--- config.mk ---
export PLATFORM = sky130hd
export DESIGN_NAME = branch_stall_ctrl
export DESIGN_NICKNAME = d
export VERILOG_FILES = /design/src/rtl/branch_stall_ctrl.sv
export SDC_FILE = /design/constraint.sdc
export NUM_CORES = 1
export LEC_CHECK = 0
export CAP_MARGIN = 15
export CORE_MARGIN = 4
export CORE_UTILIZATION = 46
export CTS_CLUSTER_SIZE = 28
export DETAILED_ROUTE_END_ITERATION = 7
export GPL_TIMING_DRIVEN = 0
export PLACE_DENSITY = 0.85
export SLEW_MARGIN = 0
export SYNTH_ARGS = -nofsm -noshare
export SYNTH_HDL_FRONTEND = slang
export SYNTH_SLANG_ARGS = --single-unit
--- constraint.sdc ---
create_clock -name clk -period 3.5 [get_ports clk]
set_clock_uncertainty 0.2 [all_clocks]
set_input_delay 0.7 -clock clk [delete_from_list [all_inputs] [get_ports clk]]
set_output_delay 0.7 -clock clk [all_outputs]
set_load 0.02 [all_outputs]
--- src/rtl/branch_stall_ctrl.sv ---
// branch_stall_ctrl
//   Stall/flush controller for the ID-stage branch comparator of the 5-stage
//   MIPS pipeline. It holds IF/ID and injects an ID/EX bubble while a branch
//   (or a load-use consumer) waits on an operand that is not yet available.
//   It flushes IF/ID on taken branches and on jumps. Saturating counters
//   record stalled cycles and flushes.
//
// Ports
//   clk, rst_n          rising-edge clock, synchronous active-low reset
//   id_rs, id_rt        source register fields of the ID instruction
//   id_uses_rt          ID instruction reads rt
//   id_is_branch        ID instruction is a conditional branch
//   id_is_jump          ID instruction is j/jal/jr
//   branch_taken        ID comparator result (meaningful with id_is_branch)
//   ex_rw, ex_regWr     EX destination register / register-write enable
//   ex_memtoreg         EX writeback select (2'd1 = load)
//   mem_rw              MEM destination register
//   mem_memtoreg        MEM writeback select (2'd1 = load)
//   pc_write            PC enable
//   ifid_write          IF/ID enable
//   ifid_flush          zero IF/ID on the next edge
//   idex_bubble         load a NOP into ID/EX on the next edge
//   stall_active        not in RUN, or a stall is requested this cycle
//   stall_cycles        saturating count of bubbled cycles
//   flush_count         saturating count of flushes
module branch_stall_ctrl #(
  parameter int unsigned CNT_W = 16
) (
  input  logic             clk,
  input  logic             rst_n,
  input  logic [4:0]       id_rs,
  input  logic [4:0]       id_rt,
  input  logic             id_uses_rt,
  input  logic             id_is_branch,
  input  logic             id_is_jump,
  input  logic             branch_taken,
  input  logic [4:0]       ex_rw,
  input  logic             ex_regWr,
  input  logic [1:0]       ex_memtoreg,
  input  logic [4:0]       mem_rw,
  input  logic [1:0]       mem_memtoreg,
  output logic             pc_write,
  output logic             ifid_write,
  output logic             ifid_flush,
  output logic             idex_bubble,
  output logic             stall_active,
  output logic [CNT_W-1:0] stall_cycles,
  output logic [CNT_W-1:0] flush_count
);

  typedef enum logic [1:0] {
    RUN    = 2'd0,
    STALL2 = 2'd1,
    STALL1 = 2'd2
  } state_t;

  state_t           state_q, state_d;
  logic [CNT_W-1:0] stall_cycles_q, stall_cycles_d;
  logic [CNT_W-1:0] flush_count_q, flush_count_d;

  logic       ex_is_load, ex_writes, mem_is_load;
  logic       rs_ex, rt_ex, rs_mem, rt_mem;
  logic       ex_load_hit, ex_alu_hit, mem_load_hit;
  logic [1:0] need_n;

  // Hazard detection: number of stall cycles the ID instruction needs.
  always_comb begin
    ex_is_load  = (ex_memtoreg == 2'd1);
    ex_writes   = ex_regWr || ex_is_load;
    mem_is_load = (mem_memtoreg == 2'd1);

    rs_ex  = (id_rs != 5'd0) && (id_rs == ex_rw) && ex_writes;
    rt_ex  = id_uses_rt && (id_rt != 5'd0) && (id_rt == ex_rw) && ex_writes;
    rs_mem = (id_rs != 5'd0) && (id_rs == mem_rw) && mem_is_load;
    rt_mem = id_uses_rt && (id_rt != 5'd0) && (id_rt == mem_rw) && mem_is_load;

    ex_load_hit  = (rs_ex || rt_ex) && ex_is_load;
    ex_alu_hit   = (rs_ex || rt_ex) && !ex_is_load;
    mem_load_hit = rs_mem || rt_mem;

    need_n = 2'd0;
    if (id_is_branch) begin
      if (ex_load_hit)       need_n = 2'd2;
      else if (ex_alu_hit)   need_n = 2'd1;
      else if (mem_load_hit) need_n = 2'd1;
    end else if (ex_load_hit) begin
      need_n = 2'd1;
    end
  end

  // FSM next state and outputs: Mealy in RUN, Moore in the stall states.
  always_comb begin
    state_d      = RUN;
    pc_write     = 1'b0;
    ifid_write   = 1'b0;
    ifid_flush   = 1'b0;
    idex_bubble  = 1'b1;
    stall_active = 1'b1;

    case (state_q)
      RUN: begin
        if (need_n != 2'd0) begin
          state_d = (need_n == 2'd2) ? STALL1 : RUN;
        end else begin
          pc_write     = 1'b1;
          ifid_write   = 1'b1;
          idex_bubble  = 1'b0;
          stall_active = 1'b0;
          ifid_flush   = id_is_jump || (id_is_branch && branch_taken);
        end
      end
      // Reserved state: acts as one extra stall cycle before STALL1.
      STALL2:  state_d = STALL1;
      STALL1:  state_d = RUN;
      default: state_d = RUN;
    endcase

    // Reset forces a safe output set regardless of state.
    if (!rst_n) begin
      pc_write     = 1'b0;
      ifid_write   = 1'b0;
      ifid_flush   = 1'b0;
      idex_bubble  = 1'b1;
      stall_active = 1'b0;
    end
  end

  // Saturating performance counters.
  always_comb begin
    stall_cycles_d = stall_cycles_q;
    flush_count_d  = flush_count_q;
    if (idex_bubble && (stall_cycles_q != '1))
      stall_cycles_d = stall_cycles_q + CNT_W'(1);
    if (ifid_flush && (flush_count_q != '1))
      flush_count_d = flush_count_q + CNT_W'(1);
  end

  always_ff @(posedge clk) begin
    if (!rst_n) begin
      state_q        <= RUN;
      stall_cycles_q <= '0;
      flush_count_q  <= '0;
    end else begin
      state_q        <= state_d;
      stall_cycles_q <= stall_cycles_d;
      flush_count_q  <= flush_count_d;
    end
  end

  assign stall_cycles = stall_cycles_q;
  assign flush_count  = flush_count_q;

endmodule

# After elaboration in Yosys (flattened, before gate mapping)
# Cells that the tools add are included.
word_totals:
  input_bits: 31
  wordCells: 56
  ff_bits: 34
  out_inout_bits: 37
classes:
  n_mux: 18
  eq_ne: 10
  reduce_logical: 23
  addsub: 2
op_table:
  columns: ["operator", "n"]
  rows:
  - ["16-bit by 1-bit adder with 16-bit output (second input constant)", 2]
  - ["16-bit inequality test (second input constant)", 2]
  - ["5-bit == test", 4]
  - ["1-bit logical AND", 14]
  - ["1-bit two-way mux", 13]
  - ["5-bit nonzero test", 2]
  - ["2-bit two-way mux", 4]
  - ["2-bit by 1-bit == test with 1-bit output (second input constant)", 3]
  - ["1-bit logical OR", 4]
  - ["2-bit one-hot mux with 2 select lines", 1]
  - ["2-bit == test (second input constant)", 1]
  - ["2-bit logical NOT", 1]
  - ["2-bit nonzero test", 1]
  - ["1-bit logical NOT", 1]

# Logic depth before layout (Yosys ltp)
logic_depth:
  depth_word: 14
  ltp_mapped: 9

# Worst setup path after synthesis
# No wires, ideal clock.
synth_timing:
  kind: "input to output"
  from: "in id_rt[1]"
  to: "out pc_write"
  t_arrival_ns: 2.369
  required_time_ns: 2.600
  slack_ns: 0.231
  path_stages: 8
  cell_sequence: "or4_1 o21ai_2 nor4_2 o21ai_4 and3_4 buf_6 buf_2 buf_4"
synth_via:
  elab_chain_cells: 13
  elab_cells_between_ends: 21
synth_rtl:
  columns: ["element", "line_no", "rtl"]
  rows:
  - ["start: declaration", "32", "input logic [4:0] id_rt,"]
  - ["5-bit nonzero test", "73, 75", null]
  - ["1-bit logical AND", "73, 75", null]
  - ["1-bit logical AND (on tied branches) (2 in a row)", "75, 73", null]
  - ["1-bit logical OR (on tied branches)", "79, 77, 78", null]
  - ["1-bit two-way mux / 1-bit logical AND (equally long branches)", "85, 78", null]
  - ["1-bit two-way mux", "84", "else if (ex_alu_hit) need_n = 2'd1;"]
  - ["2-bit two-way mux", "83", "if (ex_load_hit) need_n = 2'd2;"]
  - ["2-bit two-way mux *", "82", "if (id_is_branch) begin"]
  - ["2-bit nonzero test *", "102", "if (need_n != 2'd0) begin"]
  - ["1-bit two-way mux * (3 in a row)", null, null]
  - ["end: declaration", "42", "output logic pc_write,"]
# Mark *: on every way between the ends. The rest lies on a longest branch, timed or not.

# Worst setup path after layout
layout_timing:
  from: "in mem_rw[4]"
  to: "out pc_write"
layout_via:
  elab_chain_cells: 12
  elab_cells_between_ends: 15
layout_rtl:
  columns: ["element", "line_no", "rtl"]
  rows:
  - ["start: declaration", "40", "input logic [4:0] mem_rw,"]
  - ["5-bit == test (on tied branches)", "74, 75", null]
  - ["1-bit logical AND (on tied branches) (2 in a row)", "74, 75", null]
  - ["1-bit logical OR *", "79", "mem_load_hit = rs_mem || rt_mem;"]
  - ["1-bit two-way mux *", "85", "else if (mem_load_hit) need_n = 2'd1;"]
  - ["1-bit two-way mux *", "84", null]
  - ["2-bit two-way mux *", "83", null]
  - ["2-bit two-way mux *", "82", null]
  - ["2-bit nonzero test *", "102", null]
  - ["1-bit two-way mux *", "102", null]
  - ["1-bit two-way mux *", "100", "case (state_q)"]
  - ["1-bit two-way mux *", "119", "if (!rst_n) begin"]
# Marked as above.

==> metrics.yaml <==
placed_design:
  hpwl_mm: 4.07
  placedCellCount: 359
  postPlaceCellArea_sq_mm: 0.00274
  port_buffers: 67
  gp_congestion: 0.803
sta:
  hold_viol: 0
  fin_worst_hold_slack_ps: 296
  post-route-period-util: 0.985
  rsz0062_at_grt: "false"
  worstMarginPinSlew_ps: 729
  slew-limit-headroom: 0.510
  setup_viol: 0
  min_period_ps: 3450
  max_freq_ghz: 0.290
  final_max_slew_viol_count: 0
pwr:
  vdd_ir_drop_max_uv: 274
  design_power_total_uw: 830
  leakage_nw: 0.993
  p_per_area_mw_per_mm2: 291
final_layout:
  finalInstanceArea_sq_mm: 0.00286
  fin_cells: 370
  syn2layout_area_growth_pct: 42.2
  drive_above_1_share: 0.103
  finish.utilization: 0.694
  insertedDiodeCount: 0
  nets: 353
floorplanning:
  die_h_microns: 74.1
  ios: 68
  initial_core_util: 0.488
  core-area_sq_mm: 0.00412
  die-width_microns: 74.1
  num_rows: 23
  dieArea_sq_mm: 0.00549
job:
  drv_cap: 0
critical_path:
  cp_data_arrival_time_ps: 2550
  critical_path_class: "in -> out"
  cp_max_fo: 6
  cp-start-kind: "primary input"
  cp-end-kind: "output port"
  cp.required_ps: 2600
drt:
  via_per_inst: 5.73
  drc: 0
  drt_first_pass_iters: 4
  ant_nets: 0
  avgRoutedWirePerCell_microns: 14.8
  drt_iter0_markers: 141
  drt_wl_total_mm: 5.49
  vias: 2120
yosys:
  ys_types: 40
  syn_avg_cell_area_sq_um: 8.30
  yosysWarnings: 0
  synth_edf_count: 0
  ys_ff_latch: 33
  synth_nets: 275
  netlist_area_sq_mm: 0.00201
  synth_ff_type: "dfxtp_1"
  yosysSeqAreaShare: 0.329
  async_flop_share: 0
  syn_inst: 242
global_routing:
  track_usage: 0.205
  antenna_found_initial: 0
  busiest_layer: "met2"
  gr-usage-met1: 0.275
  grt_pass1_vias: 1905
  grt_use_met2: 0.339
  overflow: 0
  grt_use_met3: 0.0432
  grt_pass1_wl_mm: 8.88
  grt_start_max_net_pins: 11
clock_tree:
  cts_hold_buf: 0
  clk-insertion-delay-late_ps: 290
  tritoncts: "built"
  clkTransAtPathRegs_ps: 70
  cts.sinks: 33
  htreeDepth: 2
  numCtsBuffers: 5
  cts_root_buf: "clkbuf_8"
  cts_buffer_depth: 2
run_status:
  outcome: "finished, final reports clean"
min_path:
  hp-class: "reg -> reg"
[where the power goes]
group / total [mW] / internal (mW) / leakage (nW) / switching (mW)
Sequential: 0.384 / 0.380 / 0.266 / 0.00463
Clock: 0.301 / 0.156 / 0.0433 / 0.146
Combinational: 0.145 / 0.0719 / 0.683 / 0.0730
Total: 0.830 / 0.607 / 0.993 / 0.223
[placed cells by master, fill, tap and decap left out, drive strengths merged, types with 2 or more instances in the layout]
cell,synthesis,routed
mux2i,6,6
clkdlybuf4s50,0,52
nor4,4,4
inv,4,4
nand2,24,24
ha,2,2
xor2,6,6
o31ai,10,10
dlygate4sd2,0,10
a21oi,14,14
nor4b,2,2
nor2,12,12
o21ai,11,11
xnor2,15,15
nand3,18,18
clkbuf,5,11
or3,11,11
nand2b,9,9
o21bai,2,2
o211ai,7,7
nand4,12,12
nor3,2,2
o311a,2,2
and3,10,10
buf,7,15
or4,6,6
dfxtp,33,33
[worst max-delay path, cell delays in order]
cell and delay [ps]:
clkdlybuf4s50_1 450, or3_1 380, a211o_1 280, o41a_4 140
and3_4 220, buf_6 120, buf_4 120, buf_4 150
[path summary, 6_finish.rpt]
path                                               startpoint                       endpoint  slack (ps)  cells after the start
worst max-delay path                                mem_rw[4]                       pc_write          50                      8
worst max register to register    flush_count[0]$_SDFFE_PN0P_    flush_count[1]$_SDFFE_PN0P_        1010                      9
worst min register to register  stall_cycles[10]$_SDFFE_PN0P_  stall_cycles[10]$_SDFFE_PN0P_         300                      2
worst min-delay path            stall_cycles[10]$_SDFFE_PN0P_  stall_cycles[10]$_SDFFE_PN0P_         300                      2
[layer usage]
metal | routed length [microns] | vias to the layer above
met4 | 51 | 0
met2 | 2660 | 59
li1 | - | 1059
met3 | 343 | 6
met5 | 0 | -
met1 | 2430 | 996
[registers in the layout (all words and copies together), names as in the netlist]
| signal | flops |
|---|---|
| state_q | 1 |
| stall_cycles | 16 |
| flush_count | 16 |
[cell type report]
| type | count | area (sq um) |
|---|---|---|
| flip-flops and latches | 33 | 661 |
| repair buffers | 72 | 679 |
| inverters | 4 | 15.0 |
| clock buffers | 6 | 82.6 |
| multi-input cells | 193 | 1280 |
| well taps | 50 | 62.6 |
| clock inverters | 1 | 7.51 |
| fillers | 343 | 1260 |
| plain buffers | 11 | 65.1 |
[cells in the mapped netlist (4+ instances only)]
library cell / count / area share
or3_1: 11 / 0.034
dfxtp_1: 33 / 0.33
nor2_1: 12 / 0.022
nand2b_1: 9 / 0.028
xnor2_1: 15 / 0.065
xor2_1: 6 / 0.026
nand3_1: 17 / 0.042
nand2_1: 24 / 0.045
mux2i_1: 6 / 0.030
o21ai_0: 9 / 0.022
o211ai_1: 7 / 0.026
clkbuf_1: 5 / 0.0093
or4_1: 6 / 0.022
and3_1: 9 / 0.028
o31ai_1: 10 / 0.037
inv_1: 4 / 0.0075
nand4_1: 12 / 0.037
buf_2: 4 / 0.010
a21oi_1: 14 / 0.035
[logic make-up (layout without fill, tap and decap cells)]
| group | after synthesis | in the layout | synth area share |
|---|---|---|---|
| compound gates | 52 | 52 | 0.181 |
| buf+inv | 16 | 94 | 0.0417 |
| flops | 33 | 33 | 0.329 |
| mux | 6 | 6 | 0.0299 |
| xor+xnor | 21 | 21 | 0.0915 |
| simple gates | 112 | 112 | 0.314 |
| fa+ha+maj | 2 | 2 | 0.0125 |
[per-stage QoR]
step                      setup WS [ps]  setup TNS (ps)
after floorplan                     231               0
after global placement             -885           -3130
after detailed placement           -916           -3160
after CTS                          24.7               0
after global routing               1.14               0
final                              53.1               0
[what timing repair did]
action,4_1_cts,5_1_grt
setup buffers,5,0
endpoints found under the setup margin,5,4
pin swaps,5,3
gates resized for setup,33,3
Note: power is estimated with default switching activity, not from simulation.
